<file path="config.mk">
export PLATFORM = sky130hd
export DESIGN_NAME = imm_gen_fifo
export DESIGN_NICKNAME = d
export VERILOG_FILES = /design/src/rtl/imm_gen_fifo.sv
export SDC_FILE = /design/constraint.sdc
export NUM_CORES = 1
export LEC_CHECK = 0
export ABC_AREA = 1
export CAP_MARGIN = 20
export CORE_UTILIZATION = 49
export DETAILED_ROUTE_END_ITERATION = 8
export DONT_BUFFER_PORTS = 1
export GPL_TIMING_DRIVEN = 0
export SYNTH_ARGS = -nofsm -noshare
export SYNTH_HDL_FRONTEND = slang
export SYNTH_SLANG_ARGS = --single-unit
</file>
<file path="constraint.sdc">
create_clock -name clk -period 4.15 [get_ports clk]
set_input_delay 0.6225 -clock clk [delete_from_list [all_inputs] [get_ports clk]]
set_output_delay 0.6225 -clock clk [all_outputs]
set_load 0.005 [all_outputs]
</file>
<file path="src/rtl/imm_gen_fifo.sv">
// Registered immediate generator: decodes 16-bit instructions at write time into a DEPTH-entry FIFO.
// Optional IMM_GEN_FIFO_STATS_EN adds pcrel_cnt, a saturating count of popped PC-relative entries.
module imm_gen_fifo #(
    parameter int DATA_W = 16,
    parameter int DEPTH  = 4
) (
    input  logic                     clk,
    input  logic                     reset,
    input  logic                     in_valid,
    output logic                     in_ready,
    input  logic [15:0]              in_instr,
    output logic                     out_valid,
    input  logic                     out_ready,
    output logic [15:0]              out_instr,
    output logic [DATA_W-1:0]        out_imm,
    output logic                     out_pcrel,
    output logic [$clog2(DEPTH):0]   count
`ifdef IMM_GEN_FIFO_STATS_EN
    ,
    output logic [15:0]              pcrel_cnt
`endif
);

    localparam int PW = $clog2(DEPTH);
    localparam int CW = PW + 1;

    logic [15:0]       mem_instr [DEPTH];
    logic [DATA_W-1:0] mem_imm   [DEPTH];
    logic              mem_pcrel [DEPTH];

    logic [PW-1:0] rd_ptr;
    logic [PW-1:0] wr_ptr;
    logic [CW-1:0] count_q;
    logic          push;
    logic          pop;

    function automatic logic [DATA_W-1:0] decode(input logic [15:0] ins);
        logic [DATA_W-1:0] imm;
        imm = '0;
        case (ins[2:0])
            3'b001:        imm = {{(DATA_W-5){ins[13]}}, ins[13:9]};
            3'b010, 3'b011: imm = {{(DATA_W-7){ins[15]}}, ins[15:9]};
            3'b100, 3'b101: imm = {{(DATA_W-8){ins[15]}}, ins[15:12], ins[5:3], 1'b0};
            3'b110, 3'b111: imm = {{(DATA_W-11){ins[15]}}, ins[15:6], 1'b0};
            default:       imm = '0;
        endcase
        return imm;
    endfunction

    // Ready depends only on occupancy, so a full FIFO refuses a push even when popping.
    assign in_ready  = (count_q != CW'(DEPTH));
    assign out_valid = (count_q != '0);
    assign push      = in_valid && in_ready;
    assign pop       = out_valid && out_ready;

    assign out_instr = mem_instr[rd_ptr];
    assign out_imm   = mem_imm[rd_ptr];
    assign out_pcrel = mem_pcrel[rd_ptr];
    assign count     = count_q;

    always_ff @(posedge clk) begin
        if (reset) begin
            rd_ptr  <= '0;
            wr_ptr  <= '0;
            count_q <= '0;
        end else begin
            if (push) wr_ptr <= wr_ptr + PW'(1);
            if (pop)  rd_ptr <= rd_ptr + PW'(1);
            if (push && !pop)      count_q <= count_q + CW'(1);
            else if (pop && !push) count_q <= count_q - CW'(1);
        end
    end

    // Storage carries no reset; contents are meaningless while out_valid is low.
    always_ff @(posedge clk) begin
        if (push && !reset) begin
            mem_instr[wr_ptr] <= in_instr;
            mem_imm[wr_ptr]   <= decode(in_instr);
            mem_pcrel[wr_ptr] <= in_instr[2];
        end
    end

`ifdef IMM_GEN_FIFO_STATS_EN
    always_ff @(posedge clk) begin
        if (reset) begin
            pcrel_cnt <= '0;
        end else if (pop && out_pcrel && (pcrel_cnt != 16'hFFFF)) begin
            pcrel_cnt <= pcrel_cnt + 16'd1;
        end
    end
`endif

endmodule

</file>
* Word level (Yosys, flattened, before mapping) *
Memory sizes are Yosys's and may differ from the RTL's. A register that Yosys moved wholly into a read port is not among the register bits.
Cells that the tools add are included.

storage, ports and cells
  register bits after elaboration = 7
  memory bits (writable) = 132
  bits of input ports = 20
  output and inout port bits = 38
  word-level logic and storage cells = 43
  memories kept = 3

operators by class
  add/sub/neg operators = 4
  eq/ne operators = 8
  multiplexer cells = 12
  reduce and logical (&&, ||, !) cells = 13

memory list
  name       depth  width  read ports  clocked after Yosys merged registers in  write ports  RTL line  source
  mem_imm    4      16     1           1                                        1            28        logic [DATA_W-1:0] mem_imm [DEPTH];
  mem_instr  4      16     1           1                                        1            27        logic [15:0] mem_instr [DEPTH];
  mem_pcrel  4      1      1           1                                        1            29        logic mem_pcrel [DEPTH];

operators by type and width
  operator                                           count
  one-hot mux 16 bit (4 select lines)                1
  two-way mux 16 bit                                 1
  == test 3 bit (second input constant)              4
  two-way mux 2 bit                                  6
  == test 3 x 2 -> 1 bit (second input constant)     2
  two-way mux 3 bit                                  2
  OR reduction 2 bit                                 3
  logical AND 1 bit                                  5
  adder 2 x 1 -> 2 bit (second input constant)       2
  adder 3 x 1 -> 3 bit (second input constant)       1
  == test 3 x 1 -> 1 bit (second input constant)     1
  logical NOT 1 bit                                  3
  inequality test 3 bit (second input constant)      1
  nonzero test 3 bit                                 1
  subtractor 3 x 1 -> 3 bit (second input constant)  1
  two-way mux 1 bit                                  2
  nonzero test 2 bit                                 1

* Longest topological paths before layout *
  depth in word-level cells = 6
  gate-level depth with buffers = 12
  mapped depth without buffers = 12

* Worst setup path after synthesis *
Ideal clock, no wire load.

  path kind = input -> register
  from = input port in_valid
  to = memory mem_imm[0][0], enable pin
  setup time = 0.411 ns
  arrival time = 2.052 ns
  path slack = 1.687 ns
  cell stages on the path = 3
  path buffers = 0
  path through = a21boi_4 nand2_2 nor2_1

between the ends
  word-level cells in the longest chain between the ends = 4

ends and longest elaborated chain
  what                                     RTL line  source
  start: declaration                       9         input logic in_valid,
  logical AND 1 bit                        53        assign push = in_valid && in_ready;
  logical AND 1 bit                        76        if (push && !reset) begin
  two-way mux 1 bit                        76
  two-way mux 1 bit (implied by the code)  78        mem_imm[wr_ptr] <= decode(in_instr);
  end: declaration                         28

Every way passes these cells.

==> results.yml <==
pwr:
  netSwitchingPower_uw: 991
  intPower_uw: 2600
  p_comb_frac: 0.197
  p_sw_frac: 0.276
  p_per_area_mw_per_mm2: 645
  irDropWorstVdd_v: 0.000345
  p_seq_frac: 0.401
  static-leakage-power_uw: 0.00196
  clock_power_share: 0.402
  p_total_uw: 3590
drt:
  drt-pass1-iter-count: 4
  vias_per_cell: 5.46
  finalWirelength_mm: 10.0
  ant_nets: 0
  wire_per_inst_microns: 18.7
  drt_iter0_drc: 163
  drc: 0
  vias: 2938
critical_path:
  required_ns: 3.53
  path_class: "register to primary output"
  cp_max_fo: 10
  cp-start-kind: "register"
  rr_endpoint: "mem_instr[0][6]"
  regToRegStartpoint: "count[0]"
  r2r_slack_ns: 2.07
  endpoint_kind: "primary output"
  arrival_ns: 1.97
  endpoint: "out_imm[15]"
  rr_worst_depth: 4
timing:
  slew_headroom: 0.373
  hold_viol_final: 0
  min_period_over_period: 0.626
  worst_slew_pin_slew_ns: 0.939
  slew_viol_final: 0
  fin_skew_ns: 0.00773
  max_freq_ghz: 0.385
  rsz0062_at_grt: "no"
  setup_tns_ns: 0
  final-setup-viol-count: 0
  min_period_ns: 2.60
synthesis:
  ys.warnings.count: 0
  synth_seq_cells: 117
  yosysUniqueCellTypes: 29
  synth.yosys.seq_area_share: 0.715
  postSynthNetCount: 403
  synthArstFlopShare: 0
  yosys_most_used_dff: "edfxtp_1"
  synth_edf_count: 108
  netlist_area_sq_mm: 0.00479
  syn-instance-count: 377
  syn_area_per_cell_sq_um: 12.7
grt:
  grt_max_degree: 28
  grt_pass1_wl_mm: 15.4
  grt_usage: 0.214
  antenna_found_initial: 0
  first_global_vias: 2915
  grt.overflow.total: 0
clock_tree:
  ctsHoldBuffers: 0
  clk-insertion-delay-late_ns: 0.50
  cts_tree: "built"
  cts_buffer_depth: 2
  cts_root_buf: "clkbuf_8"
  post_cts_resized: 0
  cts_buffers: 17
  clock-sinks: 117
  htreeDepth: 4
  clk_pin_slew_worst_paths_ns: 0.05
  post_cts_buffers: 0
floorplan:
  dieHeight_microns: 101
  coreArea_sq_mm: 0.00937
  die-area_sq_mm: 0.0102
  fp.dieW_microns: 101
  rows: 35
  start_util: 0.511
  io_pins: 58
layout:
  insertedDiodeCount: 0
  fin_nets: 422
  stdcell_area_sq_mm: 0.00557
  area_growth_pct: 16.2
  post_layout_nonfiller_instances: 538
  drive_above_1_share: 0.164
  num-fill-cells: 767
  final_util: 0.594
min_path:
  hold_path.class: "input port to register"
job:
  cap_violations: 0
placed_design:
  dp_cells: 506
  gp_congestion: 0.785
  post-dp-hpwl_mm: 6.09
  placed_cell_area_sq_mm: 0.00498
  io_buffers: 0
status:
  status: "finished, final reports clean"
-- cell families (layout without fill, tap and decap cells) --
| logic type | count (synthesis) | in the layout | share of synthesized area |
|---|---|---|---|
| buf+inv | 40 | 72 | 0.0515 |
| xor+xnor | 1 | 1 | 0.00183 |
| compound gates | 87 | 87 | 0.101 |
| fa+ha+maj | 6 | 6 | 0.0172 |
| simple gates | 126 | 126 | 0.113 |
| flops | 117 | 117 | 0.715 |
-- worst min path at each step --
stage	startpoint	endpoint	slack (ns)	cells after the start
final	reset	rd_ptr[0]	0.18	1
after global placement	rd_ptr[0]	rd_ptr[0]	0.47	2
after global routing	reset	rd_ptr[0]	0.16	1
after floorplan	rd_ptr[1]	register	0.46	2
after detailed placement	rd_ptr[0]	rd_ptr[0]	0.48	2
after CTS	reset	rd_ptr[0]	0.16	1
-- area by class of cell --
| class | instances | area (sq um) | share of cell area |
|---|---|---|---|
| multi-input cells | 220 | 1150 | 0.207 |
| well taps | 129 | 161 | 0.0290 |
| clock buffers | 21 | 429 | 0.0771 |
| plain buffers | 22 | 169 | 0.0303 |
| flip-flops and latches | 117 | 3420 | 0.615 |
| inverters | 18 | 77.6 | 0.0139 |
| clock inverters | 11 | 158 | 0.0283 |
-- layout by cell type, fill, tap and decap left out, drive strengths merged --
master / count
a21boi: 1
nand3: 9
bufinv: 4
dfxtp: 9
o22ai: 27
nand2: 39
edfxtp: 108
buf: 22
and2: 1
xor2: 1
inv: 17
clkinvlp: 2
a21oi: 3
nand4: 6
o21ai: 55
nand3b: 1
clkinv: 6
ha: 5
clkbuf: 21
nor2: 70
o21a: 1
fa: 1
-- registers in the layout (all words and copies together), names as in the netlist, named ones only --
register / flops
rd_ptr: 2
mem_instr: 64
count: 3
mem_imm: 44
wr_ptr: 2
-- cell usage after synthesis (2+ instances only) --
library cell | n | area share
o21ai_1 | 23 | 0.024
nand3_1 | 8 | 0.0084
inv_2 | 4 | 0.0031
nand2_1 | 34 | 0.027
nand2_4 | 2 | 0.0047
buf_4 | 11 | 0.017
dfxtp_1 | 9 | 0.038
o21ai_0 | 32 | 0.033
inv_1 | 12 | 0.0094
a21oi_1 | 3 | 0.0031
buf_2 | 6 | 0.0063
edfxtp_1 | 108 | 0.68
o22ai_1 | 27 | 0.035
nor2_1 | 68 | 0.053
nand4_1 | 6 | 0.0078
ha_1 | 5 | 0.013
nand2_2 | 3 | 0.0039
buf_6 | 5 | 0.012
-- power groups by stage --
| stage | clock, uW | sequential [uW] | combinational, uW |
|---|---|---|---|
| floorplan | 0 | 1460 | 540 |
| global placement | 0 | 1470 | 697 |
| detailed placement | 0 | 1460 | 720 |
| CTS | 1460 | 1440 | 722 |
| global route | 1500 | 1450 | 800 |
| finish | 1440 | 1440 | 709 |
-- metal layers --
metal	track usage	up-vias	share of wire
li1	-	1404	-
met5	0	-	0
met3	0.0770	11	0.079
met2	0.359	112	0.49
met4	0.0747	0	0.012
met1	0.256	1411	0.42
-- worst max-delay path, cell delays in order (launching register included) --
cell	delay [ns]
dfxtp_1	0.32
buf_6	0.14
buf_2	0.22
o21ai_0	0.12
o22ai_1	0.45
buf_4	0.21
-- metrics by stage --
stage                     hold slack (ns)  setup WS (ns)
after floorplan                     0.459           1.69
after global placement              0.474          0.702
after detailed placement            0.481           1.96
after CTS                           0.164           1.53
after global routing                0.158           1.43
final                               0.180           1.55
(Power assumes the default switching activity.)
